## src/rtl/outr_serial_tx_if.sv

```systemverilog
// ---------------------------------------------------------------------------
// outr_serial_tx_if
//
// Purpose:
//   CPU-side bus between the OUTR register / CPU control logic and the
//   outr_serial_tx peripheral. It bundles the word, the load strobe, the
//   status flags and the overrun clear into one connection.
//
// Signals:
//   outr_data [15:0]  word from the CPU OUTR register
//   out_load          single-cycle pulse: OUTR was loaded, start transmission
//   ovr_clr           synchronous clear of the sticky overrun flag
//   fgo               output flag: 1 = idle and ready, 0 = transmitting
//   ovr               sticky overrun: a load arrived while fgo was 0
//
// Modports:
//   master  CPU side (drives outr_data/out_load/ovr_clr, reads fgo/ovr)
//   slave   peripheral side (reads outr_data/out_load/ovr_clr, drives fgo/ovr)
// ---------------------------------------------------------------------------
interface outr_serial_tx_if;
  logic [15:0] outr_data;
  logic        out_load;
  logic        ovr_clr;
  logic        fgo;
  logic        ovr;

  modport master (
    output outr_data,
    output out_load,
    output ovr_clr,
    input  fgo,
    input  ovr
  );

  modport slave (
    input  outr_data,
    input  out_load,
    input  ovr_clr,
    output fgo,
    output ovr
  );
endinterface

```

## src/rtl/outr_serial_tx.sv

```systemverilog
// ---------------------------------------------------------------------------
// outr_serial_tx
//
// Purpose:
//   Output-side terminal peripheral for the CPU's OUTR register. A 16-bit
//   word captured on out_load is sent on a single serial line as two
//   asynchronous frames, low byte first, with no idle gap between them.
//   A Mano-style FGO flag tells the CPU when the next OUT may be issued, and
//   a sticky OVR flag records loads that arrived while still busy.
//
// Optional feature (macro OUTR_SERIAL_TX_PARITY_EN):
//   undefined : 8N1 frames (start, 8 data, stop), 20 bit periods per word
//   defined   : 8E1 frames (start, 8 data, even parity, stop),
//               22 bit periods per word
//
// Parameters:
//   CLKS_PER_BIT  clock cycles per serial bit period (2 .. 65535)
//   DATA_BITS     data bits per frame; fixed at 8 so one word = two frames
//
// Ports:
//   clk     system clock, all state changes on the rising edge
//   reset   asynchronous, active-low reset
//   bus     outr_serial_tx_if.slave (outr_data, out_load, ovr_clr, fgo, ovr)
//   tx      serial line, idles high
// ---------------------------------------------------------------------------
module outr_serial_tx #(
  parameter int CLKS_PER_BIT = 16,
  parameter int DATA_BITS    = 8
) (
  input  logic                   clk,
  input  logic                   reset,
  outr_serial_tx_if.slave        bus,
  output logic                   tx
);

  localparam int                BAUD_W   = (CLKS_PER_BIT > 1) ? $clog2(CLKS_PER_BIT) : 1;
  localparam logic [BAUD_W-1:0] BAUD_MAX = BAUD_W'(CLKS_PER_BIT - 1);
  localparam logic [2:0]        LAST_BIT = 3'(DATA_BITS - 1);

  typedef enum logic [2:0] {
    IDLE   = 3'd0,
    START  = 3'd1,
    DATA   = 3'd2,
`ifdef OUTR_SERIAL_TX_PARITY_EN
    PARITY = 3'd4,
`endif
    STOP   = 3'd3
  } state_t;

  state_t            state;
  state_t            next_state;

  logic [15:0]       holding;
  logic [BAUD_W-1:0] baud_cnt;
  logic [2:0]        bit_cnt;
  logic              byte_idx;
  logic              ovr_q;

  logic              bit_end;
  logic              load_idle;
  logic [7:0]        cur_byte;

  // A bit period ends on the last count of the baud counter; every state
  // transition outside IDLE is gated by this.
  assign bit_end   = (baud_cnt == BAUD_MAX);
  assign load_idle = bus.out_load && (state == IDLE);
  assign cur_byte  = byte_idx ? holding[15:8] : holding[7:0];

  // State register. Reset drops straight to IDLE, which also forces tx high
  // through the output decode, so an aborted frame never emits a partial
  // stop bit.
  always_ff @(posedge clk or negedge reset) begin
    if (!reset) begin
      state <= IDLE;
    end else begin
      state <= next_state;
    end
  end

  // Next-state logic. STOP of the low byte loops straight back into START
  // so the two frames of one word are contiguous.
  always_comb begin
    next_state = state;
    case (state)
      IDLE: begin
        if (bus.out_load) begin
          next_state = START;
        end
      end
      START: begin
        if (bit_end) begin
          next_state = DATA;
        end
      end
      DATA: begin
        if (bit_end && (bit_cnt == LAST_BIT)) begin
`ifdef OUTR_SERIAL_TX_PARITY_EN
          next_state = PARITY;
`else
          next_state = STOP;
`endif
        end
      end
`ifdef OUTR_SERIAL_TX_PARITY_EN
      PARITY: begin
        if (bit_end) begin
          next_state = STOP;
        end
      end
`endif
      STOP: begin
        if (bit_end) begin
          next_state = byte_idx ? IDLE : START;
        end
      end
      default: begin
        next_state = IDLE;
      end
    endcase
  end

  // Output decode. The line level and the ready flag are pure functions of
  // the registered state and counters, so they change only after a clock
  // edge (or immediately on reset).
  always_comb begin
    tx      = 1'b1;
    bus.fgo = 1'b0;
    case (state)
      IDLE: begin
        tx      = 1'b1;
        bus.fgo = 1'b1;
      end
      START: begin
        tx = 1'b0;
      end
      DATA: begin
        tx = cur_byte[bit_cnt];
      end
`ifdef OUTR_SERIAL_TX_PARITY_EN
      PARITY: begin
        tx = ^cur_byte;
      end
`endif
      STOP: begin
        tx = 1'b1;
      end
      default: begin
        tx      = 1'b1;
        bus.fgo = 1'b0;
      end
    endcase
  end

  // Baud counter. It free-runs through 0..CLKS_PER_BIT-1 while busy and is
  // held at zero in IDLE so each start bit gets a full period.
  always_ff @(posedge clk or negedge reset) begin
    if (!reset) begin
      baud_cnt <= '0;
    end else if (state == IDLE) begin
      baud_cnt <= '0;
    end else if (bit_end) begin
      baud_cnt <= '0;
    end else begin
      baud_cnt <= baud_cnt + BAUD_W'(1);
    end
  end

  // Bit counter and byte index. The bit counter advances once per data bit
  // period and is re-zeroed at the end of every start bit. The byte index
  // flips to the high byte when the low byte's stop bit finishes; a new load
  // is the only thing that sets it back to zero.
  always_ff @(posedge clk or negedge reset) begin
    if (!reset) begin
      bit_cnt  <= '0;
      byte_idx <= 1'b0;
    end else if (load_idle) begin
      bit_cnt  <= '0;
      byte_idx <= 1'b0;
    end else if (bit_end) begin
      case (state)
        START: begin
          bit_cnt <= '0;
        end
        DATA: begin
          bit_cnt <= bit_cnt + 3'd1;
        end
        STOP: begin
          if (!byte_idx) begin
            byte_idx <= 1'b1;
          end
        end
        default: begin
          bit_cnt <= bit_cnt;
        end
      endcase
    end
  end

  // Holding register. outr_data is captured only when a load is accepted in
  // IDLE; loads while busy leave the word being shifted untouched.
  always_ff @(posedge clk or negedge reset) begin
    if (!reset) begin
      holding <= '0;
    end else if (load_idle) begin
      holding <= bus.outr_data;
    end
  end

  // Sticky overrun flag. A rejected load sets it; the set has priority over
  // a clear arriving in the same cycle so no overrun is ever lost.
  always_ff @(posedge clk or negedge reset) begin
    if (!reset) begin
      ovr_q <= 1'b0;
    end else if (bus.out_load && (state != IDLE)) begin
      ovr_q <= 1'b1;
    end else if (bus.ovr_clr) begin
      ovr_q <= 1'b0;
    end
  end

  assign bus.ovr = ovr_q;

endmodule
```

## src/flat_wrapper.sv

```systemverilog
// flat-port wrapper written by rule: the top's interface ports become plain ports
module outr_serial_tx_flat 
#(
  parameter int CLKS_PER_BIT = 16,
  parameter int DATA_BITS    = 8
)
  (clk, reset, tx, bus_outr_data, bus_out_load, bus_ovr_clr, bus_fgo, bus_ovr);
  outr_serial_tx_if bus_i ();
  input  logic clk;
  input  logic reset;
  output logic tx;
  input wire logic [$bits(bus_i.outr_data)-1:0] bus_outr_data;
  input wire logic [$bits(bus_i.out_load)-1:0] bus_out_load;
  input wire logic [$bits(bus_i.ovr_clr)-1:0] bus_ovr_clr;
  output wire logic [$bits(bus_i.fgo)-1:0] bus_fgo;
  output wire logic [$bits(bus_i.ovr)-1:0] bus_ovr;
  assign bus_i.outr_data = bus_outr_data;
  assign bus_i.out_load = bus_out_load;
  assign bus_i.ovr_clr = bus_ovr_clr;
  assign bus_fgo = bus_i.fgo;
  assign bus_ovr = bus_i.ovr;
  outr_serial_tx #(.CLKS_PER_BIT(CLKS_PER_BIT), .DATA_BITS(DATA_BITS)) u_core (.clk(clk), .reset(reset), .bus(bus_i), .tx(tx));
endmodule
```

## config.mk

```make
export PLATFORM = sky130hd
export DESIGN_NAME = outr_serial_tx_flat
export DESIGN_NICKNAME = d
export VERILOG_FILES = /design/src/rtl/outr_serial_tx_if.sv /design/src/rtl/outr_serial_tx.sv /design/src/flat_wrapper.sv
export SDC_FILE = /design/constraint.sdc
export NUM_CORES = 1
export LEC_CHECK = 0
export ABC_AREA = 1
export CAP_MARGIN = 40
export CORE_ASPECT_RATIO = 1.75
export CORE_UTILIZATION = 28
export CTS_BUF_LIST = sky130_fd_sc_hd__clkbuf_2 sky130_fd_sc_hd__clkbuf_4 sky130_fd_sc_hd__clkbuf_8
export DETAILED_ROUTE_END_ITERATION = 12
export PLACE_DENSITY = 0.57
export SETUP_SLACK_MARGIN = 0.5
export SYNTH_ARGS = -nofsm -noshare
export SYNTH_HDL_FRONTEND = slang
export SYNTH_SLANG_ARGS = --single-unit
```

## constraint.sdc

```tcl
create_clock -name clk -period 3.2 [get_ports clk]
set_input_delay 0.64 -clock clk [delete_from_list [all_inputs] [get_ports clk]]
set_output_delay 0.64 -clock clk [all_outputs]
set_load 0.005 [all_outputs]
```

-- Yosys cells after proc, flatten, opt, wreduce, memory -nomap -nowiden
Index checks and enable logic that the tools add are counted.
- bits in registers: 28
- output and inout port bits: 3
- logic and storage cells: 51
- add/sub/neg operators: 2
- $lt $le $gt $ge: 1
- equality and inequality tests: 9
- multiplexer cells: 21
- reductions and logical operators: 12
- operators with widths (cell ; count):
    $mux 3 ; 6
    $pmux 3 s4 ; 1
    $mux 1 ; 8
    $mux 4 ; 2
    $mux 8 ; 1
    $eq 3x2->1 const B ; 2
    $ne 2x1->1 const B ; 3
    $pmux 3 s2 ; 1
    $reduce_bool 2->1 ; 3
    $reduce_bool 3->1 ; 2
    $add 4x1->4 const B ; 1
    $eq 4x4->1 const B ; 1
    $lt 3x4->1 const B ; 1
    $reduce_and 2->1 ; 2
    $reduce_and 4->1 ; 1
    $add 3x1->3 const B ; 1
    $bmux 1 s3 ; 1
    $eq 3x1->1 const B ; 1
    $eq 3x3->1 const B ; 1
    $logic_and 1x1->1 ; 3
    $logic_not 3->1 ; 1
    $ne 2x2->1 const B ; 1
    $pmux 1 s2 ; 1

-- Depth between registers and ports, before layout
- word-level depth: 4
- mapped depth: 9
- depth with buffers taken out: 9

-- Worst setup path after synthesis
OpenSTA, ideal clock, no wires.
- kind: flip-flop to output port
- start: register u_core.state[0]
- end: output port tx
- arrival: 0.977 ns
- data required time: 2.560 ns
- slack: 1.583 ns
- cell stages (with the launch flop): 5
- buffers on the path: 0
- path through: dfrtp_1 > inv_1 > ha_1 > or2_1 > nand2_1
- word-level cells in the longest chain between the ends: 2
- elaborated cells on any way between the ends: 3
- RTL lines (item ; RTL line ; source):
    start, declared ; outr_serial_tx.sv:50 ; state_t state;
    start signal, assigned ; outr_serial_tx.sv:76 ; state <= next_state;
    $eq 3x2->1 / $eq 3x1->1 (equally long branches) ; outr_serial_tx.sv:128 ; case (state)
    $pmux 1 s2 * ; outr_serial_tx.sv:128 ;
    end, declared ; flat_wrapper.sv:11 ; output logic tx;
Mark *: on every way between the ends. The rest lies on a longest branch, timed or not.

-- Final worst setup path
Ends and elaborated chain as after synthesis.

==> results by group <==
Power
  – Clock power frac: 34.5%
  – Switching part of the total power: 19.58%
  – Overall power: 0.5744 mW
  – Logic pwr share: 5.9%
  – Worst VDD drop: 0.1647 mV
  – P_int: 0.4619 mW
  – Lkg Pwr: 0.8671 nW
  – Pwr Density: 339.3 nW/um^2
  – Seq pwr share: 59.6%
  – Psw: 0.1125 mW

Route
  – WL per Instance: 11.44 um
  – Routed Antenna Nets: 0
  – Drt via density: 4.457
  – Vias: 1101
  – Drt drc: 0
  – Final WL: 2826 um
  – Pre-antenna DRT Iters: 4
  – Starting DRT DRC Count: 14

Synth
  – Top-count cell post-synth: nand2_1
  – Top cell type's share of synthesized area: 49.95%
  – Synth area leaders: dfrtp_1 (50%), nand2_1 (14%), inv_1 (8.3%), o21ai_0 (7.4%), ha_1 (6.5%)
  – Mean area per synthesized cell: 7.956 sq um
  – Yosys cell types: 17
  – Post-Syn Nets: 197
  – Seq/Total Area, Yosys: 49.95%
  – Dominant synthesized flop cell: dfrtp_1
  – Fraction of registers with async set/reset: 100.0%
  – Ys Warns: 0
  – Synthesis-stage register bit count: 27
  – Post-synth EDFFs: 0
  – Synth Cell Area: 1353 sq um
  – Post-synth top area cell: dfrtp_1
  – Synth cell count leaders: nand2_1 (50), inv_1 (30), dfrtp_1 (27)
  – Post-synthesis cell count: 170

Timing
  – Fin crit share: 77.25%
  – Fmax: 404.5 MHz
  – Slew HR: 76.82%
  – Worst Setup Slack, final: 0.7279 ns
  – Post-Route Skew: 0.002002 ns
  – Setup Viol. Count Final: 0
  – Tmin final: 2.472 ns
  – Hold Vio Cnt, Final: 0
  – Unrepaired setup endpoints after global routing: false
  – Setup tns final: 0 ns
  – Worst slew pin tran: 0.3478 ns
  – Max-slew violation count: 0

Clocking
  – Clock Sinks: 27
  – Worst-path clk slew: 0.09 ns
  – H-tree levels: 1
  – Number of buffers created by CTS: 3
  – Clk_lat worst skew: 0.26 ns
  – CTS tree: done
  – Clock Tree Buf Depth: 2
  – Clock Root Buffer: clkbuf_8

Setup path
  – Worst setup EP type: output port
  – Type of the worst setup path: reg2out
  – Crit Path Max Fanout: 4
  – CP arrival: 1.83 ns
  – Required @ worst endpoint: 2.56 ns
  – Setup crit start kind: register

Floorplanning
  – Die area: 5123 sq um
  – Core Box Area: 4666 sq um
  – Initial Utilization: 28.99%
  – Ports: 23
  – Die height: 93.94 um
  – Die Wd: 54.54 um
  – Placement Rows: 33

GRT
  – Met1 global-route usage: 14.20%
  – Most Crowded Layer GR: met2
  – Largest net degree at the start of global routing: 32
  – Gr ovfl total: 0
  – First-pass GRT wire length: 4781 um
  – Met2 usage: 22.76%
  – Vias in the first global route: 1102
  – Met3 usage: 0.6472%
  – Initial antenna violation count: 0
  – All-Layer GR Usage: 12.73%

Worst hold path
  – Hold WC Path Type: reg2reg

Layout
  – Nets: 223
  – Number of diodes: 0
  – Area added between synthesis and finish: 25.16%
  – Fin cells: 247
  – Fin util: 36.28%
  – Number of fill cells in the layout: 501
  – Layout cell share with drive strength beyond 1: 6.154%

Placement
  – Dpl ws: 0.8332 ns
  – Final GP Congestion: 0.8800
  – Placed insts: 242
  – PortBufs: 22
  – DP HPWL: 2203 um

Status
  – Status: complete, no violations

Flow run
  – Max Cap Viol: 0
==> state kept, by name, indices dropped and copies added (netlist names) <==
signal,cells
u_core.state,2
u_core.holding,16
u_core.baud_cnt,4
u_core.bit_cnt,3
u_core.byte_idx,1
u_core.bus.ovr,1
==> final cells by class <==
type / count / area [sq um] / area share, %
clock buffers: 4 / 48.80 / 2.882
inverters: 30 / 112.6 / 6.652
multi-input cells: 109 / 546.8 / 32.30
flip-flops and latches: 27 / 676.9 / 39.99
well taps: 52 / 65.06 / 3.843
repair buffers: 25 / 242.7 / 14.34
==> final timing paths <==
path / slack, ns / end / depth (start not counted) / startpoint
max in group asynchronous: 2.18 / u_core.byte_idx$_DFFE_PN0P_ / 2 / reset
max: 0.73 / tx / 5 / u_core.state[0]$_DFFE_PN0P_
min reg2reg: 0.47 / u_core.baud_cnt[0]$_DFF_PN0_ / 1 / u_core.baud_cnt[0]$_DFF_PN0_
max reg2reg: 1.57 / u_core.state[1]$_DFFE_PN0P_ / 8 / u_core.state[0]$_DFFE_PN0P_
min in group asynchronous: 0.74 / u_core.holding[13]$_DFFE_PN0P_ / 2 / reset
min: 0.47 / u_core.baud_cnt[0]$_DFF_PN0_ / 1 / u_core.baud_cnt[0]$_DFF_PN0_
==> what timing repair did <==
item                                    CTS  global route
hold buffers                              0             0
endpoints found under the setup margin    0             1
resized for setup                         0             1
setup buffers                             0             1
==> logic make-up after synthesis <==
logic type / after synthesis / synth area share, %
xor+xnor: 1 / 0.6477
flops: 27 / 49.95
fa+ha+maj: 7 / 6.475
simple gates: 76 / 23.13
compound gates: 25 / 10.18
buf+inv: 34 / 9.621
==> placed cells by master, fill, tap and decap left out, types with 2 or more instances in the layout <==
master	count
nand2_1	50
inv_1	30
dfrtp_1	26
clkdlybuf4s50_1	22
o21ai_0	20
nand3_1	14
nor2_1	9
ha_1	7
clkbuf_8	3
buf_4	3
o21ai_2	2
==> per-layer routing <==
layer,up-vias,part of all wire [%]
li1,573,-
met1,513,40
met2,11,56
met3,4,1.8
met4,0,2.3
met5,-,0
==> through the flow <==
step	hold WS (ns)	cell area (sq um)
floorplan	0.3444	1353
global placement	0.4539	1635
detailed placement	0.4585	1635
CTS	0.4711	1684
global route	0.4993	1693
finish	0.4660	1693
==> critical path: stages, from the launching register on <==
cell and delay [ns]:
dfrtp_1 0.38, inv_1 0.09, ha_1 0.25, or2_1 0.27
nand2_1 0.08, clkdlybuf4s50_1 0.49
==> power by group through the flow <==
stage               logic [mW]  clock network [mW]  registers, mW
global route            0.0375               0.224          0.342
global placement        0.0349                   0          0.349
finish                  0.0340               0.198          0.342
CTS                     0.0353               0.205          0.342
floorplan             0.000801                   0          0.349
detailed placement      0.0350                   0          0.349
Power figures use the tool's default switching activity.
